===== src/rtl/interrupt_controller.sv =====
// Interrupt controller: latches watchdog and I/O requests, enters the handler at an
// instruction boundary, holds special mode while it runs and hands the saved PC back on return.
module interrupt_controller #(
    parameter int                    ADDR_WIDTH   = 32,
    parameter logic [ADDR_WIDTH-1:0] HANDLER_BASE = 32'h0000_0100
) (
    input  logic                  clock,
    input  logic                  reset,
    input  logic                  interruption,
    input  logic                  io_interrupt,
    input  logic                  interrupt_enable,
    input  logic                  instruction_boundary,
    input  logic [ADDR_WIDTH-1:0] current_pc,
    input  logic                  return_from_interrupt,
    output logic                  is_special_mode,
    output logic                  take_interrupt,
    output logic [ADDR_WIDTH-1:0] handler_address,
    output logic                  restore_pc,
    output logic [ADDR_WIDTH-1:0] saved_pc,
    output logic                  cause,
    output logic [1:0]            pending
);

    typedef enum logic [2:0] {
        IDLE,
        PENDING,
        ENTER,
        SPECIAL,
        EXIT
    } state_t;

    state_t                  state;
    state_t                  state_next;
    logic                    accept;
    logic                    select_io;
    logic [1:0]              pending_next;
    logic [ADDR_WIDTH-1:0]   vector_offset;

    assign accept        = (state == PENDING) && interrupt_enable && instruction_boundary;
    assign select_io     = !pending[0];
    assign vector_offset = ADDR_WIDTH'({select_io, 2'b00});

    always_comb begin
        state_next = state;
        case (state)
            IDLE:    if (|pending) state_next = PENDING;
            PENDING: if (accept) state_next = ENTER;
            ENTER:   state_next = SPECIAL;
            SPECIAL: if (return_from_interrupt) state_next = EXIT;
            EXIT:    state_next = (|pending) ? PENDING : IDLE;
            default: state_next = IDLE;
        endcase
    end

    // A new request in the same cycle as its clear wins, so the OR is applied last.
    always_comb begin
        pending_next = pending;
        if (accept) begin
            if (select_io) pending_next[1] = 1'b0;
            else           pending_next[0] = 1'b0;
        end
        pending_next = pending_next | {io_interrupt, interruption};
    end

    always_ff @(posedge clock) begin
        if (!reset) begin
            state           <= IDLE;
            pending         <= 2'b00;
            cause           <= 1'b0;
            saved_pc        <= '0;
            handler_address <= '0;
        end else begin
            state   <= state_next;
            pending <= pending_next;
            if (accept) begin
                cause           <= select_io;
                saved_pc        <= current_pc;
                handler_address <= HANDLER_BASE + vector_offset;
            end
        end
    end

    assign take_interrupt  = (state == ENTER);
    assign restore_pc      = (state == EXIT);
    assign is_special_mode = (state == ENTER) || (state == SPECIAL) || (state == EXIT);

endmodule


===== config.mk =====
export PLATFORM = sky130hd
export DESIGN_NAME = interrupt_controller
export DESIGN_NICKNAME = d
export VERILOG_FILES = /design/src/rtl/interrupt_controller.sv
export SDC_FILE = /design/constraint.sdc
export NUM_CORES = 1
export LEC_CHECK = 0
export CORE_ASPECT_RATIO = 0.75
export CORE_MARGIN = 1
export CORE_UTILIZATION = 39
export CTS_BUF_LIST = sky130_fd_sc_hd__clkbuf_4 sky130_fd_sc_hd__clkbuf_8
export DETAILED_ROUTE_END_ITERATION = 10
export GPL_ROUTABILITY_DRIVEN = 0
export PLACE_DENSITY = 0.82
export SLEW_MARGIN = 20
export SYNTH_ARGS = -nofsm -noshare
export SYNTH_HDL_FRONTEND = slang
export SYNTH_SLANG_ARGS = --single-unit

===== constraint.sdc =====
create_clock -name clock -period 1.6 [get_ports clock]
set_input_delay 0.32 -clock clock [delete_from_list [all_inputs] [get_ports clock]]
set_output_delay 0.32 -clock clock [all_outputs]
set_load 0.05 [all_outputs]

# Word level (Yosys, flattened, before mapping)
# Index checks and enable logic that the tools add are counted.
[word_totals] elab_cells=29 inputBits=39 reg_bits=70 out_inout_bits=70
[classes] add_sub_neg=1 muxes=7 bitwise=1 n_reduce_logical=8 eq_ne=7
[ops] op="3-bit case mux with 5 select lines" count=1
[ops] op="9-bit by 3-bit adder with 10-bit output, first input constant" count=1
[ops] op="3-bit two-way mux" count=3
[ops] op="3-bit by 2-bit == test with 1-bit output, second input constant" count=2
[ops] op="2-bit inequality test, second input constant" count=3
[ops] op="3-bit by 1-bit == test with 1-bit output, second input constant" count=1
[ops] op="3-bit == test, second input constant" count=1
[ops] op="3-bit zero test" count=1
[ops] op="3-bit AND reduction" count=1
[ops] op="1-bit logical AND" count=2
[ops] op="1-bit logical OR" count=2
[ops] op="1-bit two-way mux" count=2
[ops] op="2-bit two-way mux" count=1
[ops] op="2-bit bitwise OR" count=1
[ops] op="2-bit OR reduction" count=1
[ops] op="1-bit zero test" count=1

# Depth between registers and ports, before layout
# Gate-level depths: netlist (run 1).
[logic_depth] depth_word=5 ltp_mapped=6 depth_no_buf=3

# Least setup slack after synthesis (run 1)
# No wires, ideal clock.
[synth_path] path_kind="register to output" startpoint="register state[2]" endpoint="output is_special_mode" required_ns=1.280 path_stages_with_launch=4 slack_ns=-0.682 arrival_time_ns=1.962 n_path_buf=0 cell_sequence="dfxtp_1 inv_1 nor3_1 a21o_2"
[synth_between] elab_cells_between_ends=5 classes_between="3 x eq/ne; 2 x reduce/logical"
[synth_rtl] item="start, declared" line="32" rtl="state_t state;"
[synth_rtl] item="start signal, assigned" line="73" rtl="state <= state_next;"
[synth_rtl] item="3-bit == test"
[synth_rtl] item="net restore_pc" line="18" rtl="output logic restore_pc,"
[synth_rtl] item="1-bit logical OR" line="85" rtl="assign is_special_mode = (state == ENTER) || (state == SPECIAL) || (state == EXIT);"
[synth_rtl] item="end, declared" line="15" rtl="output logic is_special_mode,"
# The timed path passes the listed nets, and every way through them passes these cells.

# Final worst setup path (run 1)
[layout_path] startpoint="register state[0]" endpoint="output is_special_mode"
[layout_between] elab_chain_cells=3 elab_cells_between_ends=5 classes_between="3 x eq/ne; 2 x reduce/logical"
[layout_lines] item="3-bit by 2-bit == test with 1-bit output" line="85"
[layout_lines] item="1-bit logical OR" line="85"
[layout_lines] item="1-bit logical OR (*)" line="85"
# Every way passes the cells marked *; elsewhere a longest branch is shown, timed or not.

==> results.py, run 1 <==
metrics = {
    "clock_tree": {
        "path_clk_slew_ns": 0.07,
        "root_buffer": "clkbuf_8",
        "cts_tree": "yes",
        "htree_levels": 2,
        "clkLatencyLatePin_ns": 0.28,
        "clock-sinks": 39,
        "numCtsBuffers": 5,
        "clk_path_buf_depth": 2,
        "cts_hold_buf": 0,
    },
    "global_routing": {
        "grt_overflow": 0,
        "grt_pass1_vias": 1227,
        "grt_usage_pct": 13.5,
        "grt_max_degree": 74,
        "antenna_found_initial": 0,
        "grt_first_pass_wirelength_mm": 5.39,
    },
    "cells_and_area": {
        "fill_cells": 430,
        "num_antenna_cells": 0,
        "final_cells": 341,
        "area_delta_synth_final_pct": 39.6,
        "drive_above_1_share_pct": 21.8,
        "multi_input_area_sq_um": 875,
        "final_cell_mix": "69 x nand2_1, 37 x dfxtp_1, 37 x clkdlybuf4s50_1, 36 x buf_4, 33 x mux2i_1",
        "seqCellArea_sq_um": 786,
        "final_common_cell": "nand2_1",
        "layout.nets": 322,
    },
    "power": {
        "switching_share_pct": 32.9,
        "p_int_mw": 1.73,
        "p_leak_nw": 1.15,
        "p_per_area_nw_per_um2": 966,
        "power.total_mw": 2.57,
        "p_clk_share_pct": 28.4,
        "seqPwrFrac_pct": 41.7,
        "vdd_ir_drop_max_mv": 0.517,
        "p_comb_share_pct": 29.9,
        "p_sw_mw": 0.848,
    },
    "logic_synthesis": {
        "syn-cell-area_sq_um": 1910,
        "synthCells": 208,
        "synth_fa_ha_area_share_pct": 0,
        "muxShareOfSynthArea_pct": 17.3,
        "ys_warn_count": 0,
        "synth-seq-area-share_pct": 40.9,
        "yosys.area_share.simple_pct": 17.8,
        "ys_types": 29,
        "synth_top_family_by_area": "buffers and inverters",
        "ys_seq_elements": 39,
        "synth_compound_area_share_pct": 3.54,
        "syn_area_per_cell_sq_um": 9.18,
        "synth_xor_area_share_pct": 0.459,
    },
    "timing": {
        "finalHoldViolCount": 0,
        "period_share_pct": 95.3,
        "setup_ws_ns": 0.0749,
        "setup_viol": 0,
        "final_max_slew_viol_count": 0,
        "rsz0062_at_grt": "no",
        "post-route-min-period_ns": 1.53,
        "max_freq_mhz": 656,
        "clock_skew_ns": 0.00304,
    },
    "critical_path": {
        "worstPathRequired_ns": 1.28,
        "r2r_slack_ns": 0.23,
        "path_max_fanout": 7,
        "critPathArrivalTime_ns": 1.21,
        "startpoint_type": "flip-flop",
        "worst_setup_path_end_kind": "primary output",
        "worstSetupPathType": "flip-flop to primary output",
    },
    "worst_hold_path": {
        "hold_class": "flip-flop to flip-flop",
    },
    "routing": {
        "via_per_inst": 4.33,
        "remaining_drc_errors": 0,
        "drtIter0Drc": 25,
        "wl_mm": 3.49,
        "wire_per_inst_um": 10.2,
        "via_count": 1475,
        "drtAntennaViolNets": 0,
        "drt-pass1-iter-count": 4,
    },
    "floorplanning": {
        "dieArea_sq_um": 5180,
        "initial_utilization_pct": 41.8,
        "die_h_um": 62.6,
        "die_x_um": 82.8,
        "rows": 21,
        "coreArea_sq_um": 4570,
        "io-pin-count": 109,
    },
    "placed_design": {
        "placed_cells": 333,
        "port_buffers": 78,
        "hpwl_mm": 2.56,
        "pre_cts_ws_ns": -0.149,
    },
    "status": {
        "status": "finished clean",
    },
    "job": {
        "cap_viol_max_count": 0,
    },
}
==> worst max-delay path, cell delays in order (launching register included) <==
cell	delay [ns]
dfxtp_1	0.48
nor3_2	0.09
a21o_2	0.21
buf_12	0.15
==> kinds of logic after synthesis <==
group | after synthesis
buffers and inverters | 45
multiplexers | 33
other | 1
AND/OR/NAND/NOR | 79
AO/OA/AOI/OAI | 10
XOR/XNOR | 1
flip-flops | 39
==> metal layers <==
metal,part of all wire [%],track usage [%],vias up
met5,0,0,-
met4,1.3,5.82,0
met3,9.6,5.99,7
met2,47,21.8,58
met1,43,15.3,652
li1,-,-,758
==> cells in the mapped netlist <==
| cell | n | share of area, % |
|---|---|---|
| a21boi_0 | 1 | 0.39 |
| a21o_2 | 1 | 0.46 |
| a21oi_1 | 2 | 0.52 |
| a31oi_1 | 1 | 0.33 |
| and4_2 | 1 | 0.52 |
| buf_12 | 3 | 3.1 |
| buf_2 | 2 | 0.52 |
| buf_4 | 31 | 12 |
| buf_6 | 3 | 1.8 |
| clkbuf_1 | 1 | 0.20 |
| conb_1 | 1 | 0.20 |
| dfxtp_1 | 39 | 41 |
| dlygate4sd1_1 | 4 | 1.8 |
| inv_1 | 1 | 0.20 |
| mux2i_1 | 33 | 17 |
| nand2_1 | 69 | 14 |
| nand2b_1 | 1 | 0.33 |
| nand3_1 | 1 | 0.26 |
| nand3b_4 | 1 | 1.0 |
| nor2_1 | 2 | 0.39 |
| nor2b_1 | 1 | 0.33 |
| nor3_1 | 1 | 0.26 |
| nor3b_1 | 1 | 0.39 |
| nor3b_2 | 1 | 0.66 |
| o211a_1 | 1 | 0.52 |
| o21a_1 | 1 | 0.39 |
| o21ai_0 | 2 | 0.52 |
| o31ai_1 | 1 | 0.39 |
| xnor2_1 | 1 | 0.46 |
==> worst paths after layout <==
kind	startpoint	endpoint	cells after the start
max	state[0]	is_special_mode	3
min	saved_pc[5]	saved_pc[5]	2
max reg2reg	state[1]	saved_pc[16]	4
min reg2reg	saved_pc[5]	saved_pc[5]	2
==> power groups by stage <==
stage               Sequential (mW)  Clock (mW)  Combinational (mW)
floorplan                      1.22           0               0.474
global placement               1.10           0               0.767
detailed placement             1.10           0               0.773
CTS                            1.07       0.757               0.775
global route                   1.08       0.805               0.810
finish                         1.07       0.730               0.769
==> metrics by stage <==
stage / hold WS, ns / utilization [%] / TNS [ns] / instance area [sq um]
final: 0.460 / 58.3 / 0 / 2670
after global routing: 0.476 / 58.3 / 0 / 2670
after CTS: 0.465 / 58.2 / 0 / 2660
after detailed placement: 0.448 / 55.9 / -4.31 / 2560
after global placement: 0.444 / 55.9 / -4.06 / 2560
after floorplan: 0.429 / - / -0.247 / 2030
==> repair_timing <==
action,CTS,global route
endpoints found under the setup margin,2,3
gates cloned,0,0
setup buffers,0,0
gates resized for setup,1,2
pin swaps,0,1
==> sequential cells by signal (all words and copies together), names as in the netlist <==
| signal | count |
|---|---|
| handler_address | 2 |
| pending | 2 |
| state | 3 |
| saved_pc | 32 |
==> area by class of cell <==
class	count	share of cell area, %
sequential	39	29.5
timing repair buffer	83	31.0
clock buffer	8	3.90
tap	57	2.68
inverter	1	0.141
multi-input combinational	153	32.8
No activity file was read; power rests on OpenSTA's default activity.
==> run 2, diff against run 1 <==
PLACE_DENSITY = not set   (was 0.82)
PLACE_DENSITY_LB_ADDON = 0.15   (was not set)
==> results.py, run 2 (synthesis gave the netlist of run 1 again) <==
metrics = {
    "cells_and_area": {
        "largest_register_ffs": 32,
        "final_cells": 341,
        "area_delta_synth_final_pct": 36.2,
        "final_cell_mix": "69 x nand2_1, 42 x buf_4, 38 x dfxtp_1, 37 x clkdlybuf4s50_1, 33 x mux2i_1",
        "drive_above_1_share_pct": 21.5,
        "num_antenna_cells": 0,
        "layout.nets": 324,
        "largest_register": "saved_pc",
        "final_common_cell": "nand2_1",
        "utilization_pct": 56.9,
        "top_regs": "saved_pc: 32 flops, state: 3 flops",
    },
    "clock_tree": {
        "clkLatencyLatePin_ns": 0.28,
        "post-cts-setup-buffers": 0,
        "htree_levels": 2,
        "cts_hold_buf": 0,
        "cts_tree": "yes",
        "numCtsBuffers": 5,
        "path_clk_slew_ns": 0.07,
        "clock-sinks": 39,
        "clk_path_buf_depth": 2,
        "root_buffer": "clkbuf_8",
    },
    "worst_hold_path": {
        "hold_path_end": "saved_pc[17]",
        "hold_class": "flip-flop to flip-flop",
        "whs_path_depth": 2,
        "hp-start": "saved_pc[17]",
    },
    "critical_path": {
        "r2r_slack_ns": 0.26,
        "critPathArrivalTime_ns": 1.20,
        "worstSetupPathType": "flip-flop to primary output",
        "crit_slowest_cell": "dfxtp_1",
        "regToRegEndpoint": "saved_pc[6]",
        "worst_setup_path_end_kind": "primary output",
        "rr_startpoint": "state[1]",
        "startpoint_type": "flip-flop",
        "path_max_fanout": 7,
        "critical_path.cell_chain": "nor3_2, a21o_2, buf_12",
        "critPathMaxStageDelay_ns": 0.48,
        "worstPathRequired_ns": 1.28,
        "rr_worst_depth": 4,
    },
    "floorplanning": {
        "die_h_um": 62.6,
        "die_x_um": 82.8,
        "rows": 21,
        "initial_utilization_pct": 41.8,
        "dieArea_sq_um": 5180,
        "coreArea_sq_um": 4570,
        "io-pin-count": 109,
    },
    "power": {
        "switching_share_pct": 33.8,
        "p_sw_mw": 0.826,
        "power.total_mw": 2.44,
        "p_leak_nw": 1.13,
        "vdd_ir_drop_max_mv": 0.496,
        "p_comb_share_pct": 31.6,
        "seqPwrFrac_pct": 43.7,
        "p_per_area_nw_per_um2": 939,
        "p_int_mw": 1.62,
        "p_clk_share_pct": 24.7,
    },
    "timing": {
        "max_freq_mhz": 659,
        "period_share_pct": 94.8,
        "finalHoldViolCount": 0,
        "setup_viol": 0,
        "clock_skew_ns": 0.00432,
        "rsz0062_at_grt": "no",
        "post-route-min-period_ns": 1.52,
        "final_max_slew_viol_count": 0,
    },
    "global_routing": {
        "grt_max_degree": 38,
        "grt_usage_pct": 14.4,
        "grt_overflow": 0,
        "grt_first_pass_wirelength_mm": 5.65,
        "antenna_found_initial": 0,
        "grt_pass1_vias": 1193,
    },
    "placed_design": {
        "placed_cells": 335,
        "port_buffers": 78,
        "hpwl_mm": 2.64,
    },
    "routing": {
        "wire_per_inst_um": 10.7,
        "drt-pass1-iter-count": 4,
        "wl_mm": 3.66,
        "drtIter0Drc": 42,
        "via_count": 1448,
        "drtAntennaViolNets": 0,
        "via_per_inst": 4.25,
        "remaining_drc_errors": 0,
    },
    "status": {
        "status": "finished clean",
    },
    "job": {
        "cap_viol_max_count": 0,
    },
}
-- run 2: cell count changes in the layout (fill, tap and decap cells not counted), sizes merged --
cell    before  now
clkbuf       8    6
buf         46   48
-- run 2: worst max path at each step --
stage                               startpoint               to  cells past startpoint  slack (ns)
after floorplan                       state[2]  is_special_mode                      3       -0.25
after global placement    instruction_boundary     saved_pc[13]                      5       -0.12
after detailed placement  instruction_boundary      saved_pc[5]                      5       -0.16
after CTS                             state[2]       restore_pc                      4        0.01
after global routing                  state[0]  is_special_mode                      3        0.01
final                                 state[0]  is_special_mode                      3        0.08
-- run 2: cell type report --
cell class / instances / area, sq um
clock buffer: 6 / 76.3
timing repair buffer: 85 / 791
inverter: 1 / 3.75
sequential: 39 / 785
tap: 57 / 71.3
multi-input combinational: 153 / 875
fill: 438 / 1970
-- run 2: critical path: cells and delay by family (launching register included) --
kind,cells,cell delay [ns]
compound gates,1,0.21
buf+inv,1,0.14
flops,1,0.48
simple gates,1,0.09
-- run 2: repair_timing --
action	CTS	global route
pin swaps	0	1
resized for setup	1	1
setup endpoints to repair	2	2
-- run 2: power groups by stage --
stage               clock network (mW)  registers (mW)  logic, mW
detailed placement                   0            1.09      0.775
global route                     0.689            1.07      0.817
finish                           0.603            1.07      0.773
global placement                     0            1.09      0.772
floorplan                            0            1.22      0.474
CTS                              0.634            1.07      0.777
-- run 2: per-stage QoR --
step | hold slack (ns) | instance area [sq um] | worst slack [ns] | setup TNS [ns]
6_report | 0.456 | 2600 | 0.0827 | 0
5_1_grt | 0.473 | 2600 | 0.00998 | 0
4_1_cts | 0.460 | 2600 | 0.0125 | 0
3_5_place_dp | 0.448 | 2520 | -0.165 | -4.43
3_3_place_gp | 0.443 | 2520 | -0.125 | -3.59
2_1_floorplan | 0.429 | 2030 | -0.247 | -0.247
-- run 2: metal layers --
metal	wire length, um	GRT usage (%)	vias to the layer above
met5	0	0	-
met4	47	5.17	0
met3	428	7.15	7
met2	1430	19.3	63
met1	1760	19.6	623
li1	-	-	755
==> run 3, diff against run 2 <==
PLACE_DENSITY = 0.79   (was not set)
PLACE_DENSITY_LB_ADDON = not set   (was 0.15)
==> results.py, run 3 (synthesis gave the netlist of run 1 again) <==
metrics = {
    "clock_tree": {
        "clkLatencyLatePin_ns": 0.29,
        "path_clk_slew_ns": 0.08,
        "root_buffer": "clkbuf_8",
        "clock-sinks": 39,
        "clk_path_buf_depth": 2,
        "post-cts-setup-buffers": 0,
        "cts_tree": "yes",
        "htree_levels": 2,
        "numCtsBuffers": 5,
    },
    "global_routing": {
        "grt_pass1_vias": 1264,
        "grt_usage_pct": 14.6,
        "grt_max_degree": 41,
        "grt_overflow": 0,
        "antenna_found_initial": 0,
        "grt_first_pass_wirelength_mm": 5.74,
    },
    "timing": {
        "clock_skew_ns": 0.00802,
        "period_share_pct": 96.6,
        "rsz0062_at_grt": "yes",
        "setup_viol": 0,
        "post-route-min-period_ns": 1.55,
        "finalHoldViolCount": 0,
        "max_freq_mhz": 647,
        "final_max_slew_viol_count": 0,
        "setup_ws_ns": 0.0549,
    },
    "critical_path": {
        "critPathArrivalTime_ns": 1.23,
        "worstPathRequired_ns": 1.28,
        "worstSetupPathType": "flip-flop to primary output",
        "startpoint_type": "flip-flop",
        "worst_setup_path_end_kind": "primary output",
        "r2r_slack_ns": 0.24,
        "path_max_fanout": 7,
    },
    "worst_hold_path": {
        "hold_class": "flip-flop to flip-flop",
    },
    "floorplanning": {
        "initial_utilization_pct": 41.8,
        "dieArea_sq_um": 5180,
        "io-pin-count": 109,
        "die_x_um": 82.8,
        "rows": 21,
        "die_h_um": 62.6,
        "coreArea_sq_um": 4570,
    },
    "cells_and_area": {
        "largest_register": "saved_pc",
        "final_cells": 343,
        "final_common_cell": "nand2_1",
        "largest_register_ffs": 32,
        "num_antenna_cells": 0,
        "layout.nets": 324,
        "drive_above_1_share_pct": 22.4,
        "area_delta_synth_final_pct": 38.3,
        "stdcell_area_sq_um": 2640,
        "final_cell_mix": "69 x nand2_1, 41 x buf_4, 38 x dfxtp_1, 37 x clkdlybuf4s50_1, 33 x mux2i_1",
        "top_regs": "saved_pc: 32 flops, state: 3 flops",
    },
    "power": {
        "p_clk_share_pct": 28.5,
        "seqPwrFrac_pct": 41.1,
        "power.total_mw": 2.58,
        "p_sw_mw": 0.859,
        "p_int_mw": 1.72,
        "p_leak_nw": 1.14,
        "vdd_ir_drop_max_mv": 0.509,
        "p_per_area_nw_per_um2": 978,
        "p_comb_share_pct": 30.4,
        "switching_share_pct": 33.3,
    },
    "routing": {
        "remaining_drc_errors": 0,
        "drt-pass1-iter-count": 4,
        "drtIter0Drc": 54,
        "drtAntennaViolNets": 0,
        "via_per_inst": 4.31,
        "via_count": 1477,
        "wire_per_inst_um": 10.7,
        "wl_mm": 3.67,
    },
    "job": {
        "cap_viol_max_count": 0,
    },
    "placed_design": {
        "pre_cts_ws_ns": -0.167,
        "placed_cells": 335,
        "place_area_sq_um": 2530,
        "hpwl_mm": 2.74,
        "port_buffers": 78,
    },
    "status": {
        "status": "finished clean",
    },
}
## run 3: cell types whose count changed in the layout (fill, tap and decap cells not counted)
cell and change:
inv_1 -1, inv_2 +1, buf_12 +1, buf_4 -1, clkbuf_8 +2
## run 3: timing repair
item	4_1_cts	5_1_grt
gates resized for setup	1	2
setup endpoints to repair	2	3
pin swaps	0	0
hold buffers	0	0
## run 3: power groups by stage
| stage | logic, mW | registers (mW) | clock network [mW] |
|---|---|---|---|
| 2_1_floorplan | 0.474 | 1.22 | 0 |
| 3_3_place_gp | 0.779 | 1.08 | 0 |
| 3_5_place_dp | 0.788 | 1.08 | 0 |
| 4_1_cts | 0.790 | 1.06 | 0.759 |
| 5_1_grt | 0.828 | 1.07 | 0.815 |
| 6_report | 0.785 | 1.06 | 0.736 |
## run 3: cell type report
cell class,count,area (sq um)
clock buffer,8,104
tap,57,71.3
inverter,1,3.75
multi-input combinational,153,875
timing repair buffer,85,803
sequential,39,785
fill,401,1930
## run 3: final timing paths
kind / cells after the start / end / start
setup / recovery: 3 / is_special_mode / state[0]
hold / removal: 2 / saved_pc[20] / saved_pc[20]
setup reg to reg: 3 / saved_pc[16] / state[0]
hold reg to reg: 2 / saved_pc[20] / saved_pc[20]
## run 3: worst max-delay path, cell delays in order (launching register included)
cell	delay [ns]
dfxtp_1	0.49
nor3_2	0.09
a21o_2	0.21
buf_12	0.14
## run 3: routing by layer
layer	up-vias	part of all wire (%)	GRT usage, %
met5	-	0	0
met4	0	0.74	5.17
met3	5	9.5	6.13
met2	61	45	22.5
met1	650	45	18.1
li1	761	-	-
## run 3: stage by stage
stage,hold slack [ns],util [%],TNS (ns)
4_1_cts,0.461,57.7,0
3_5_place_dp,0.450,55.4,-4.46
3_3_place_gp,0.442,55.4,-4.08
2_1_floorplan,0.429,-,-0.247
5_1_grt,0.476,57.8,-0.0144
6_report,0.456,57.8,0
==> variant, RTL diff (flow settings as in run 1) <==
The parameter `ADDR_WIDTH` goes from 32 to 24.
--- a/src/rtl/interrupt_controller.sv
+++ b/src/rtl/interrupt_controller.sv
@@ -3,3 +3,3 @@
 module interrupt_controller #(
-    parameter int                    ADDR_WIDTH   = 32,
+    parameter int                    ADDR_WIDTH   = 24,
     parameter logic [ADDR_WIDTH-1:0] HANDLER_BASE = 32'h0000_0100
Ports: changed (resized current_pc, handler_address and saved_pc); port bits go from 109 to 85. No check against the original RTL was run, so the function may have changed too.
==> variant against run 1 <==
  * Sequential power is 20% lower
  * Critical endpoint unchanged
  * Non-clock buffer count is 15 lower
  * Setup slack better by 5.6 ps
  * Wire length is 14% lower
  * Die area is 22% lower
  * Synthesized area is 23% lower
  * Count of clock-buffer cells in the layout is 1 lower
  * Highest routed layer unchanged
  * First-iteration DRC count is 52% higher
  * Cell area is 19% lower
  * Clock power is 16% lower
  * Sequential share of layout area is 0.39 points lower
  * Clock skew is 1.1 ps lower
  * Sequential cell count is 8 lower
  * Total power is 22% lower
==> variant: results (changes against run 1) <==
stage	metric	value	unit	change
detailed_routing	vias	1194		-19%
power_and_ir_drop	power_frac_comb	27.1	%	-2.8 points
final_layout	fin_nets	260		-19%
outcome	status	finished clean		
detailed_routing	drt_iter0_drc	38		+52%
synthesis	synth_common_cells	nand2_1 (54), dfxtp_1 (31), mux2i_1 (25)		
global_route	met2_usage	23.0	%	+1.2 points
detailed_routing	first_pass_iters	6		+2
sta	hold_slack	456	ps	-3.22 ps
detailed_routing	wl_met3	310	um	-7.5%
clock_network	cts_buffers	5		unchanged
placed_design	hpwl	2190	um	-14%
setup_path	cp_max_fo	5		-2
global_route	grt_max_degree	41		-45%
sta	finClkSkew	1.89	ps	-1.15 ps
final_layout	nFillCells	309		-28%
power_and_ir_drop	power.density	940	nW/um^2	-2.6%
detailed_routing	drt-total-wl	2980	um	-14%
min_path	hold_path_end	handler_address[8]$_SDFFE_PN0P_		
power_and_ir_drop	swShare	33.2	%	+0.25 points
min_path	hold_class	primary input to register		
global_route	grt_pass1_wl	4860	um	-9.9%
final_layout	top_regs	saved_pc (24), state (3)		
global_route	antenna_found_initial	0		unchanged
global_route	grt.met3_usage	7.12	%	+1.1 points
global_route	grt.total_usage	15.6	%	+2.1 points
power_and_ir_drop	leakage	0.922	nW	-20%
global_route	grt_pass1_vias	1051		-14%
setup_path	ff2ff_setup_slack	420	ps	+190 ps
synthesis	yosysSeqAreaShare	42.1	%	+1.2 points
global_route	met1_usage	20.1	%	+4.8 points
detailed_routing	drt-met1-wl	1320	um	-11%
placed_design	io_buffers	62		-21%
power_and_ir_drop	pwr-share-seq	42.5	%	+0.8 points
power_and_ir_drop	peakVddDrop	0.000514	V	-0.49%
placed_design	dpl-instance-area	2050	um^2	-20%
final_layout	drive_above_1_share	23.5	%	+1.6 points
setup_path	r2r-start	state[0]$_SDFFE_PN0P_		
synthesis	yosys-top-cells-area	dfxtp_1 (42%), mux2i_1 (17%), nand2_1 (14%)		
setup_path	worstSetupStartpoint	state[2]$_SDFFE_PN0P_		
synthesis	ys_ff_latch	31		-21%
detailed_routing	met2_length	1340	um	-17%
[variant: final cells by class]
cell class / count / area share [%]
multi-input combinational: 122 / 33.1
timing repair buffer: 68 / 30.6
sequential: 31 / 29.1
clock buffer: 7 / 3.91
tap: 50 / 2.92
clock inverter: 1 / 0.233
inverter: 1 / 0.175
[variant: critical path, stage by stage (launching register included)]
cell      delay [ps]
dfxtp_2          400
nor3b_4          220
o21bai_4         160
buf_12           150
[variant: cell families after synthesis]
family                 synth area share (%)
buffers and inverters                  16.6
and+or+nand+nor                        20.0
muxes                                  17.0
other                                 0.254
AOI/OAI and AO/OA                      4.07
DFF                                    42.1
[variant: through the flow]
step                power (mW)  std cells  setup WS (ps)
floorplan                 1.28        186          -17.6
global placement          1.41        271           22.4
detailed placement        1.42        271          -8.46
CTS                       2.04        280           27.4
global route              2.11        280           20.7
finish                    2.02        280           80.6
[variant: timing repair]
action | CTS | global route
buffers inserted | 1 | 0
gates resized for setup | 1 | 2
endpoints found under the setup margin | 1 | 2
pin swaps | 1 | 0
